**src/rtl/uart_rx_ctrl.sv**
```systemverilog
// uart_rx_ctrl -- control wrapper around a UART receive core.
//
// Generates the oversample tick for the receiver, sequences the receiver
// enable through IDLE / ARM / RUN / RECOVER, captures received bytes into a
// small show-ahead FIFO and keeps sticky overrun / framing-error statistics.
//
// Ports
//   clk        system clock, all logic on the rising edge
//   rst_n      synchronous active-low reset
//   cfg_en     controller enable (low forces IDLE on the next edge)
//   cfg_div    clk cycles per oversample tick (0 or 1 -> every cycle)
//   rx_tick    one-clk tick pulse to the receiver
//   rx_en      receiver enable (high only in RUN)
//   rx_data    receiver byte
//   rx_done    receiver byte-complete level (rising edge pushes a byte)
//   rx_err     receiver framing-error level (rising edge counts an error)
//   rd_en      host pop request
//   rd_data    FIFO head, 0 when empty
//   rd_valid   FIFO not empty
//   level      FIFO occupancy, 0..FIFO_DEPTH
//   overrun    sticky flag: a byte was dropped on a full FIFO
//   err_count  saturating framing-error count
//   stat_clr   clears overrun and err_count (same-cycle events win)
//   active     high only in RUN
module uart_rx_ctrl #(
  parameter int FIFO_DEPTH = 4,
  parameter int HOLDOFF    = 16
) (
  input  logic                          clk,
  input  logic                          rst_n,
  input  logic                          cfg_en,
  input  logic [15:0]                   cfg_div,
  output logic                          rx_tick,
  output logic                          rx_en,
  input  logic [7:0]                    rx_data,
  input  logic                          rx_done,
  input  logic                          rx_err,
  input  logic                          rd_en,
  output logic [7:0]                    rd_data,
  output logic                          rd_valid,
  output logic [$clog2(FIFO_DEPTH):0]   level,
  output logic                          overrun,
  output logic [7:0]                    err_count,
  input  logic                          stat_clr,
  output logic                          active
);

  localparam int AW = $clog2(FIFO_DEPTH);
  localparam int HW = $clog2(HOLDOFF + 1);
  localparam logic [AW:0]   DEPTH_L = (AW + 1)'(FIFO_DEPTH);
  localparam logic [HW-1:0] HOLD_L  = HW'(HOLDOFF);

  typedef enum logic [1:0] {
    S_IDLE    = 2'd0,
    S_ARM     = 2'd1,
    S_RUN     = 2'd2,
    S_RECOVER = 2'd3
  } state_t;

  state_t          state_r;
  logic [15:0]     cnt_r;
  logic [HW-1:0]   hold_r;
  logic            done_q_r;
  logic            err_q_r;
  logic [7:0]      mem_r [FIFO_DEPTH];
  logic [AW-1:0]   wr_ptr_r;
  logic [AW-1:0]   rd_ptr_r;
  logic [AW:0]     level_r;
  logic            overrun_r;
  logic [7:0]      err_count_r;

  logic            tick_s;
  logic            done_rise_s;
  logic            err_rise_s;
  logic            push_req_s;
  logic            err_evt_s;
  logic            pop_s;
  logic            full_s;
  logic            push_ok_s;
  logic            ovf_s;

  // Tick decode, edge detection and FIFO push/pop qualification.
  always_comb begin
    tick_s      = 1'b0;
    if (state_r != S_IDLE) begin
      // 17-bit compare so cfg_div = 0xFFFF cannot wrap the count
      tick_s = (({1'b0, cnt_r} + 17'd1) >= {1'b0, cfg_div});
    end else begin
      tick_s = 1'b0;
    end
    done_rise_s = rx_done & ~done_q_r;
    err_rise_s  = rx_err & ~err_q_r;
    // a disable takes precedence: no byte or error is taken on that cycle;
    // an error edge masks a coincident byte edge
    err_evt_s   = cfg_en & (state_r == S_RUN) & err_rise_s;
    push_req_s  = cfg_en & (state_r == S_RUN) & done_rise_s & ~err_rise_s;
    pop_s       = rd_en & (level_r != '0);
    full_s      = (level_r == DEPTH_L);
    // a pop in the same cycle frees the slot, so a full FIFO still accepts
    push_ok_s   = push_req_s & (~full_s | pop_s);
    ovf_s       = push_req_s & full_s & ~pop_s;
  end

  // Control state, tick counter, FIFO pointers and statistics.
  always_ff @(posedge clk) begin
    if (!rst_n) begin
      state_r     <= S_IDLE;
      cnt_r       <= 16'd0;
      hold_r      <= '0;
      done_q_r    <= 1'b0;
      err_q_r     <= 1'b0;
      wr_ptr_r    <= '0;
      rd_ptr_r    <= '0;
      level_r     <= '0;
      overrun_r   <= 1'b0;
      err_count_r <= 8'd0;
    end else begin
      done_q_r <= rx_done;
      err_q_r  <= rx_err;

      if ((state_r == S_IDLE) || tick_s) begin
        cnt_r <= 16'd0;
      end else begin
        cnt_r <= cnt_r + 16'd1;
      end

      if (!cfg_en) begin
        state_r <= S_IDLE;
      end else begin
        case (state_r)
          S_IDLE: begin
            state_r <= S_ARM;
          end
          S_ARM: begin
            // receiver always sees at least one tick while disabled
            if (tick_s) begin
              state_r <= S_RUN;
            end
          end
          S_RUN: begin
            if (err_rise_s) begin
              hold_r  <= HOLD_L;
              state_r <= S_RECOVER;
            end
          end
          S_RECOVER: begin
            if (tick_s) begin
              if (hold_r <= HW'(1)) begin
                hold_r  <= '0;
                state_r <= S_RUN;
              end else begin
                hold_r <= hold_r - HW'(1);
              end
            end
          end
          default: begin
            state_r <= S_IDLE;
          end
        endcase
      end

      if (push_ok_s) begin
        wr_ptr_r <= wr_ptr_r + AW'(1);
      end
      if (pop_s) begin
        rd_ptr_r <= rd_ptr_r + AW'(1);
      end
      case ({push_ok_s, pop_s})
        2'b10:   level_r <= level_r + (AW + 1)'(1);
        2'b01:   level_r <= level_r - (AW + 1)'(1);
        default: level_r <= level_r;
      endcase

      // new events win over a same-cycle clear
      if (ovf_s) begin
        overrun_r <= 1'b1;
      end else if (stat_clr) begin
        overrun_r <= 1'b0;
      end

      if (err_evt_s) begin
        if (stat_clr) begin
          err_count_r <= 8'd1;
        end else if (err_count_r != 8'hFF) begin
          err_count_r <= err_count_r + 8'd1;
        end
      end else if (stat_clr) begin
        err_count_r <= 8'd0;
      end
    end
  end

  // FIFO storage; contents need no reset since reads are gated by level.
  always_ff @(posedge clk) begin
    if (push_ok_s) begin
      mem_r[wr_ptr_r] <= rx_data;
    end
  end

  assign rx_tick   = tick_s;
  assign rx_en     = (state_r == S_RUN);
  assign active    = (state_r == S_RUN);
  assign rd_valid  = (level_r != '0);
  assign rd_data   = (level_r != '0) ? mem_r[rd_ptr_r] : 8'd0;
  assign level     = level_r;
  assign overrun   = overrun_r;
  assign err_count = err_count_r;

endmodule

```
**config.mk**
```make
export PLATFORM = sky130hd
export DESIGN_NAME = uart_rx_ctrl
export DESIGN_NICKNAME = d
export VERILOG_FILES = /design/src/rtl/uart_rx_ctrl.sv
export SDC_FILE = /design/constraint.sdc
export NUM_CORES = 1
export LEC_CHECK = 0
export BUFFER_PORTS_ARGS = -buffer_cell sky130_fd_sc_hd__buf_2
export CAP_MARGIN = 20
export CORE_ASPECT_RATIO = 0.5
export CORE_MARGIN = 5
export CORE_UTILIZATION = 45
export DETAILED_ROUTE_END_ITERATION = 6
export PLACE_DENSITY = 0.7
export SLEW_MARGIN = 25
export SYNTH_ARGS = -nofsm -noshare
export SYNTH_HDL_FRONTEND = slang
export SYNTH_SLANG_ARGS = --single-unit
```
**constraint.sdc**
```tcl
create_clock -name clk -period 3 [get_ports clk]
set_input_delay 0.15 -clock clk [delete_from_list [all_inputs] [get_ports clk]]
set_output_delay 0.15 -clock clk [all_outputs]
set_load 0.02 [all_outputs]
```
Word-level counts from Yosys, hierarchy flattened:

Memories as Yosys holds them, arrays and structs flattened. A register that Yosys moved wholly into a read port is not among the register bits.
Index checks and enable logic that the tools add are counted.

* bits in registers: 41
* bits in latches: 0
* memory bits (writable): 32
* memory bits (read-only): 0
* input bits: 31
* output and inout port bits: 24
* word-level logic and storage cells: 85
* memories: 1

Memory list
* mem_r: words 4, bits a word 8, read ports 1, clocked after Yosys merged registers in 1, write ports 1, line 65 `logic [7:0] mem_r [FIFO_DEPTH];`

* add/subtract/negate cells: 8
* multipliers: 0
* div/mod/pow operators: 0
* order comparisons: 2
* eq/ne operators: 11
* shifts and indexed selects: 0
* muxes and demuxes: 22
* bitwise operators: 17
* reductions and logical operators: 14

Operator list (number)
* 8-bit two-way mux: 5
* 16-bit by 1-bit adder with 17-bit output (second input constant): 1
* 17-bit by 16-bit >= comparator with 1-bit output: 1
* 16-bit by 1-bit adder with 16-bit output (second input constant): 1
* 5-bit two-way mux: 3
* 2-bit two-way mux: 6
* 2-bit nonzero test: 6
* 1-bit AND: 10
* 5-bit one-hot mux with 2 select lines: 1
* 8-bit by 1-bit adder with 8-bit output (second input constant): 1
* 8-bit != test (second input constant): 1
* 2-bit one-hot mux with 4 select lines: 1
* 4-bit AND reduction: 2
* 2-bit equality test (second input constant): 3
* 2-bit != test (second input constant): 3
* 1-bit NOT: 6
* 3-bit one-hot mux with 2 select lines: 1
* 5-bit by 1-bit less-or-equal comparator with 1-bit output (second input constant): 1
* 1-bit two-way mux: 5
* 5-bit by 1-bit subtractor with 5-bit output (second input constant): 1
* 2-bit by 1-bit adder with 2-bit output (second input constant): 2
* 2-bit by 1-bit equality test with 1-bit output (second input constant): 2
* 2-bit AND reduction: 2
* 3-bit by 1-bit adder with 3-bit output (second input constant): 1
* 8 further kinds: 8

Depth between registers and ports, before layout:

Gate-level depths: netlist of run 1.

* depth in word-level cells: 7
* mapped depth: 14
* gate-level depth less buffers: 13

Worst setup path before layout of run 1:

OpenSTA, ideal clock, no wires.

* kind: register to register
* start: register cnt_r[2]
* end: register cnt_r[10]
* library setup time: 65 ps
* arrival time: 2990 ps
* required time: 2935 ps
* path slack: -55 ps
* cell stages (with the launch flop): 14
* path buffers: 1
* clock period less this slack: 3055 ps
* cell sequence: dfxtp_1 nand3_1 nor3_1 nand2_1 nor3_1 xor2_1 ha_1 nand3_1 o221ai_1 nor3_1 o21ai_1 or3_1 buf_2 nor2b_1

* longest elaborated chain between the ends: 5
* elaborated cells between the ends (all ways): 6
* those cells by class: 2 x add/sub; 1 x order compare; 1 x mux; 2 x reduce/logical

RTL lines
* start: declaration: line 61 `logic [15:0] cnt_r;`
* start signal: assignment: line 124 `cnt_r <= cnt_r + 16'd1;`
* 16-bit by 1-bit adder with 17-bit output: line 87 `tick_s = (({1'b0, cnt_r} + 17'd1) >= {1'b0, cfg_div});`
* 17-bit by 16-bit >= comparator with 1-bit output: line 87
* 1-bit two-way mux: line 85 `if (state_r != S_IDLE) begin`
* 1-bit logical OR: line 121 `if ((state_r == S_IDLE) || tick_s) begin`
* 2-bit OR reduction (no source line)

Parallel ways exist; a longest one is shown, timed or not.
A chain may end at the register's enable or synchronous reset.

Worst setup path in the final report of run 1:

* start: register cnt_r[4]
* end: output port rx_tick

* longest elaborated chain between the ends: 3

RTL lines
* 16-bit by 1-bit adder with 17-bit output: line 87
* 17-bit by 16-bit >= comparator with 1-bit output: line 87
* 1-bit two-way mux: line 85
* end: declaration: line 33 `output logic rx_tick,`

Every way passes these cells.

==> out/metrics.yaml, run 1 <==
run_status:
  status: "finished clean"
yosys:
  synth_edf_count: 32
  yosysUniqueCellTypes: 51
  ys_ff_latch: 75
  avgSynthCellArea_um2: 10.59
  syn_area_um2: 3760
  synthArstFlopShare: 0
  synthFlopType: "dfxtp_1"
  netlist_instances: 355
  syn_nets: 411
  ys_seq_area_frac: 0.4845
  yosysWarnings: 0
routing:
  post_drt_wl_per_cell_um: 13.29
  num_vias: 2728
  ant_nets: 0
  dr.pass1.iters: 4
  wl_met2_um: 3519
  routed_wirelength_um: 7232
  dr_wl_met3_um: 319
  wl_met1_um: 3238
  top_layer_used: "met4"
  drt_iter0_drc: 119
  drc: 0
  drt-vias-per-instance: 5.015
place:
  dp_slack_ns: -0.1553
  gp_congestion: 0.7492
  placed_cells: 521
  io_buffer_count: 54
  post-dp-hpwl_um: 5300
cts:
  numCtsBuffers: 9
  root_buffer: "clkbuf_16"
  tritoncts: "yes"
  clkSinkCount: 75
  clk_latency_ns: 0.33
  path_clk_slew_ns: 0.06
  htree_levels: 3
  ctsHoldBuffers: 0
  cts_buffer_depth: 2
timing:
  drv_slew: 0
  rsz0062_at_grt: "yes"
  period_share: 0.9757
  finalCriticalPeriod_ns: 2.927
  setup_viol: 0
  setup_ws_ns: 0.07278
  slew_headroom: 0.4814
  hold_violations: 0
  timing.fmax_ghz: 0.3416
  finalClockSkew_ns: 0.004818
  tightest_slew_ns: 0.7670
die:
  die_x_um: 139.3
  initial_core_util: 0.4666
  rows: 23
  fp.dieArea_um2: 10390
  core_um2: 8058
  die_y_um: 74.64
  ios: 55
hold_path:
  hold_end: "err_q_r"
  min_path_cells: 2
  min_path_type: "input port to register"
  hp-start: "rx_err"
grt:
  grt_pass1_vias: 2603
  grt.overflow.total: 0
  grt_pass1_wl_um: 11920
  antenna_found_initial: 0
  grt_max_degree: 17
  grtUsageTotal: 0.1468
setup_path:
  reg2reg_depth: 15
  slowest_delay_ns: 0.34
  worstPathRequired_ns: 2.85
  reg2reg_slack_ns: 0.20
  arrival_ns: 2.78
  path_max_fanout: 3
  path_depth: 14
  start_kind: "register"
  critPathTopFamily: "simple AND/OR/NAND/NOR gates"
  crit_path_end_kind: "output pin"
  crit_buf_inv: 4
  crit_top_cell: "buf_4"
  rr_endpoint: "hold_r[3]"
  path_cells: "nand3_2, nor2_4, nand4_1, buf_4, buf_4, xnor2_2, ha_1, o21ai_2, a21oi_2, nor4_4, o21ai_2, buf_4, o21a_1, buf_6"
  critPathSlowestCell: "dfxtp_1"
  r2r-start: "cnt_r[4]"
  criticalPathCategory: "register to output pin"
cells_and_area:
  final_cell_mix: "buf_2, dfxtp_1, edfxtp_1"
  fin_nets: 483
  fill_cells: 680
  layout-drive-gt1-share: 0.2986
  fin_cells: 544
  final_common_cell: "buf_2"
  syn2layout_area_growth_pct: 24.76
  insertedDiodeCount: 0
  fin_util: 0.5821
power_and_ir_drop:
  irDropWorstVdd_mv: 0.2833
  power_density_nw_per_um2: 486.8
  p_leak_nw: 1.917
job:
  drv_cap: 0
## through the flow
| step | area, um^2 | total power, mW | setup TNS, ns | hold WS (ns) |
|---|---|---|---|---|
| floorplan | 3765 | 1.128 | 0 | 0.2489 |
| global placement | 4190 | 1.160 | -0.6588 | 0.3672 |
| detailed placement | 4190 | 1.162 | -1.721 | 0.3689 |
| CTS | 4591 | 2.310 | 0 | 0.01650 |
| global route | 4691 | 2.374 | -0.1775 | 0.01882 |
| finish | 4691 | 2.283 | 0 | 0.02722 |
## how the worst max path moves through the flow
stage / to / slack (ns) / startpoint
after floorplan: cnt_r[10] / 0.05 / cnt_r[2]
after global placement: cnt_r[8] / -0.05 / cnt_r[0]
after detailed placement: cnt_r[8] / -0.16 / cnt_r[0]
after CTS: rx_tick / 0.0009 / cnt_r[1]
after global routing: rx_tick / -0.15 / cnt_r[4]
final: rx_tick / 0.07 / cnt_r[4]
## synthesized netlist by cell type (3+ instances only)
cell type | n | share of area
dfxtp_1 | 43 | 0.23
edfxtp_1 | 32 | 0.26
nor2_1 | 32 | 0.032
inv_1 | 26 | 0.026
ha_1 | 24 | 0.080
nand2_1 | 22 | 0.022
nor2b_1 | 20 | 0.033
a21oi_1 | 15 | 0.020
and2_1 | 15 | 0.025
xor2_1 | 14 | 0.033
nand3_1 | 12 | 0.016
nand4_1 | 9 | 0.015
mux4_2 | 8 | 0.048
o21ai_0 | 8 | 0.011
xnor2_1 | 8 | 0.019
nor3_1 | 7 | 0.0093
or3_1 | 6 | 0.010
o211ai_1 | 5 | 0.010
buf_2 | 4 | 0.0053
clkbuf_1 | 4 | 0.0040
and3_1 | 3 | 0.0050
mux2i_1 | 3 | 0.0080
## cell type report
class                      instances  area, um^2  area share
multi-input combinational        243        1879      0.4006
sequential                        75        1839      0.3921
timing repair buffer              72       415.4     0.08856
clock buffer                      10       229.0     0.04881
tap                              112       140.1     0.02987
inverter                          26       97.59     0.02081
clock inverter                     6       90.09     0.01921
## repair_timing
item,4_1_cts,5_1_grt
setup buffers,4,2
resized for setup,16,24
endpoints found under the setup margin,18,18
pin swaps,13,9
cloned,0,1
## metal layers
layer / track usage / vias up
met5: 0 / -
met1: 0.1759 / 1266
li1: - / 1400
met2: 0.2529 / 50
met3: 0.03997 / 12
met4: 0.07158 / 0
## where the power goes
group	switching [mW]	internal [mW]	leakage [nW]
clock	0.408	0.730	0.153
combinational	0.0421	0.0341	1.12
sequential	0.00394	1.06	0.640
total	0.454	1.83	1.92
## registers in the layout, summed over array words and instances (netlist names), named ones only
name	flops
rd_ptr_r	2
err_count	8
state_r	2
overrun	1
level	3
err_q_r	1
mem_r	32
wr_ptr_r	2
cnt_r	16
hold_r	5
done_q_r	1
## logic make-up (layout without fill, tap and decap cells)
kind of cell,count (synthesis),after routing,share of synthesized area
AND/OR/NAND/NOR,141,141,0.2030
buffers and inverters,37,114,0.04392
XOR/XNOR,22,22,0.05125
multiplexers,11,11,0.05591
adder cells (fa/ha/maj),25,25,0.08519
flip-flops,75,75,0.4845
AO/OA/AOI/OAI,44,44,0.07621
Note: power is estimated with default switching activity, not from simulation.
==> run 2, diff against run 1 <==
Settings changed: RECOVER_POWER from default to 50.
==> run 2 against run 1 <==
Compared with the run above:
- non-clock buffer count unchanged
- register-to-register slack about the same
- global-route usage unchanged
- combinational power decreased by 2%
- flip-flop and latch count did not move
- critical path type unchanged
- sequential power about the same
- hold slack better by 0.00056 ns
- final area decreased by 0.69%
- total power fell by 0.13%
- cell count unchanged
- largest power group unchanged
==> out/metrics.yaml, run 2 (synthesized netlist as in run 1, its figures left out) <==
timing:
  period_share: 0.9752  # was 0.9757
  finalCriticalPeriod_ns: 2.926  # was 2.927 ns
  hold_violations: 0  # unchanged
  tightest_slew_ns: 0.7662  # was 0.7670 ns
  setup_ws_ns: 0.07446  # was 0.07278 ns
  rsz0062_at_grt: "yes"  # unchanged
  timing.fmax_ghz: 0.3418  # was 0.3416 GHz
  slew_headroom: 0.4820  # was 0.4814
  setup_viol: 0  # unchanged
  drv_slew: 0  # unchanged
  finalClockSkew_ns: 0.004735  # was 0.004818 ns
  hold_slack_ns: 0.02778  # was 0.02722 ns
hold_path:
  min_path_type: "input port to register"  # unchanged
die:
  rows: 23  # unchanged
  core_um2: 8058  # unchanged
  ios: 55  # unchanged
  fp.dieArea_um2: 10390  # unchanged
  die_y_um: 74.64  # unchanged
  die_x_um: 139.3  # unchanged
  initial_core_util: 0.4666  # unchanged
routing:
  drc: 0  # unchanged
  num_vias: 2728  # unchanged
  routed_wirelength_um: 7239  # was 7232 um
  ant_nets: 0  # unchanged
  drt_iter0_drc: 109  # was 119
  post_drt_wl_per_cell_um: 13.31  # was 13.29 um
  dr.pass1.iters: 4  # unchanged
  drt-vias-per-instance: 5.015  # unchanged
cells_and_area:
  fin_cells: 544  # unchanged
  syn2layout_area_growth_pct: 23.89  # was 24.76%
  insertedDiodeCount: 0  # unchanged
  largest_register_ff_count: 32  # unchanged
  fin_nets: 483  # unchanged
  layout-drive-gt1-share: 0.2384  # was 0.2986
  final_common_cell: "dfxtp_1"  # was buf_2
  fill_cells: 689  # was 680
  final_cell_mix: "dfxtp_1, edfxtp_1, nor2_1"  # was buf_2, dfxtp_1, edfxtp_1
  largest_register: "mem_r"  # unchanged
cts:
  path_clk_slew_ns: 0.06  # about the same
  numCtsBuffers: 9  # unchanged
  root_buffer: "clkbuf_16"  # unchanged
  clkSinkCount: 75  # unchanged
  clk_latency_ns: 0.33  # about the same
  cts_buffer_depth: 2  # unchanged
  ctsHoldBuffers: 0  # unchanged
  htree_levels: 3  # unchanged
  tritoncts: "yes"  # unchanged
setup_path:
  criticalPathCategory: "register to output pin"  # unchanged
  worstPathRequired_ns: 2.85  # about the same
  crit_path_end_kind: "output pin"  # unchanged
  arrival_ns: 2.78  # about the same
  path_max_fanout: 3  # unchanged
  start_kind: "register"  # unchanged
power_and_ir_drop:
  pwr-share-seq: 0.468  # about the same
  p_sw_frac: 0.1988  # was 0.1991
  switching_power_uw: 453.3  # was 454.5 uW
  power.share.clock: 0.499  # about the same
  finalPower_mw: 2.280  # was 2.283 mW
  p_leak_nw: 1.822  # was 1.917 nW
  p_int_mw: 1.827  # was 1.829 mW
  comb_power_share: 0.033  # about the same
  power_density_nw_per_um2: 489.5  # was 486.8 nW/um^2
  irDropWorstVdd_mv: 0.2805  # was 0.2833 mV
job:
  drv_cap: 0  # unchanged
place:
  placed_cells: 521  # unchanged
  dp_slack_ns: -0.1553  # unchanged
  gp_congestion: 0.7492  # unchanged
  post-dp-hpwl_um: 5300  # unchanged
  io_buffer_count: 54  # unchanged
grt:
  antenna_found_initial: 0  # unchanged
  grt_pass1_vias: 2603  # unchanged
  grt_pass1_wl_um: 11920  # unchanged
  grtUsageTotal: 0.1468  # unchanged
  grt.overflow.total: 0  # unchanged
  grt_max_degree: 17  # unchanged
run_status:
  status: "finished clean"  # unchanged
==> run 2: changes by cell type in the layout (fill, tap and decap cells not counted) <==
cell and delta:
clkbuf_1 +25, and2b_2 -1, buf_2 -25, and2b_1 +1
==> run 2: final cells by class <==
class | count | area, um^2 | share of cell area
repair buffers | 72 | 384.1 | 0.08246
multi-input cells | 243 | 1878 | 0.4032
flip-flops and latches | 75 | 1839 | 0.3948
inverters | 26 | 97.59 | 0.02095
clock buffers | 10 | 229.0 | 0.04915
clock inverters | 6 | 90.09 | 0.01934
well taps | 112 | 140.1 | 0.03008
==> run 2: repair_timing <==
action                     4_1_cts  5_1_grt
gates resized for setup         16       24
setup endpoints to repair       18       18
setup buffers                    4        2
cloned                           0        1
pin swaps                       13        9
==> run 2: path summary, 6_finish.rpt <==
path              startpoint   endpoint  slack [ns]  depth (start not counted)
setup / recovery    cnt_r[4]    rx_tick        0.07                         14
hold / removal        rx_err    err_q_r        0.03                          2
setup reg to reg    cnt_r[4]  hold_r[3]        0.20                         15
hold reg to reg     cnt_r[0]   cnt_r[0]        0.45                          1
==> run 2: worst max-delay path: stages (launching register included) <==
cell     delay [ns]
dfxtp_1        0.34
nand3_2        0.13
nor2_4         0.14
nand4_1        0.15
buf_4          0.19
buf_4          0.13
xnor2_2        0.12
ha_1           0.28
o21ai_2        0.08
a21oi_2        0.06
nor4_4         0.32
o21ai_2        0.10
buf_4          0.15
o21a_1         0.11
buf_6          0.13
==> run 2: routing by layer <==
metal  up-vias  track usage  part of all wire  wire (um)
li1       1398            -                 -          -
met1      1266       0.1759              0.45       3232
met2        52       0.2529              0.49       3520
met3        12      0.03997             0.046        331
met4         0      0.07158             0.021        154
met5         -            0                 0          0
==> run 2: power by group through the flow <==
stage | Clock [mW] | Sequential, mW | Combinational, mW
global route | 1.22 | 1.07 | 0.0852
global placement | 0 | 1.09 | 0.0685
detailed placement | 0 | 1.09 | 0.0698
finish | 1.14 | 1.07 | 0.0745
floorplan | 0 | 1.09 | 0.0372
CTS | 1.17 | 1.07 | 0.0727
==> run 2: stage by stage <==
| stage | area, um^2 | utilization | TNS (ns) |
|---|---|---|---|
| 6_report | 4658 | 0.5781 | 0 |
| 5_1_grt | 4658 | 0.5781 | -0.1775 |
| 3_5_place_dp | 4190 | 0.5200 | -1.721 |
| 3_3_place_gp | 4190 | 0.5200 | -0.6588 |
| 4_1_cts | 4591 | 0.5697 | 0 |
| 2_1_floorplan | 3765 | - | 0 |
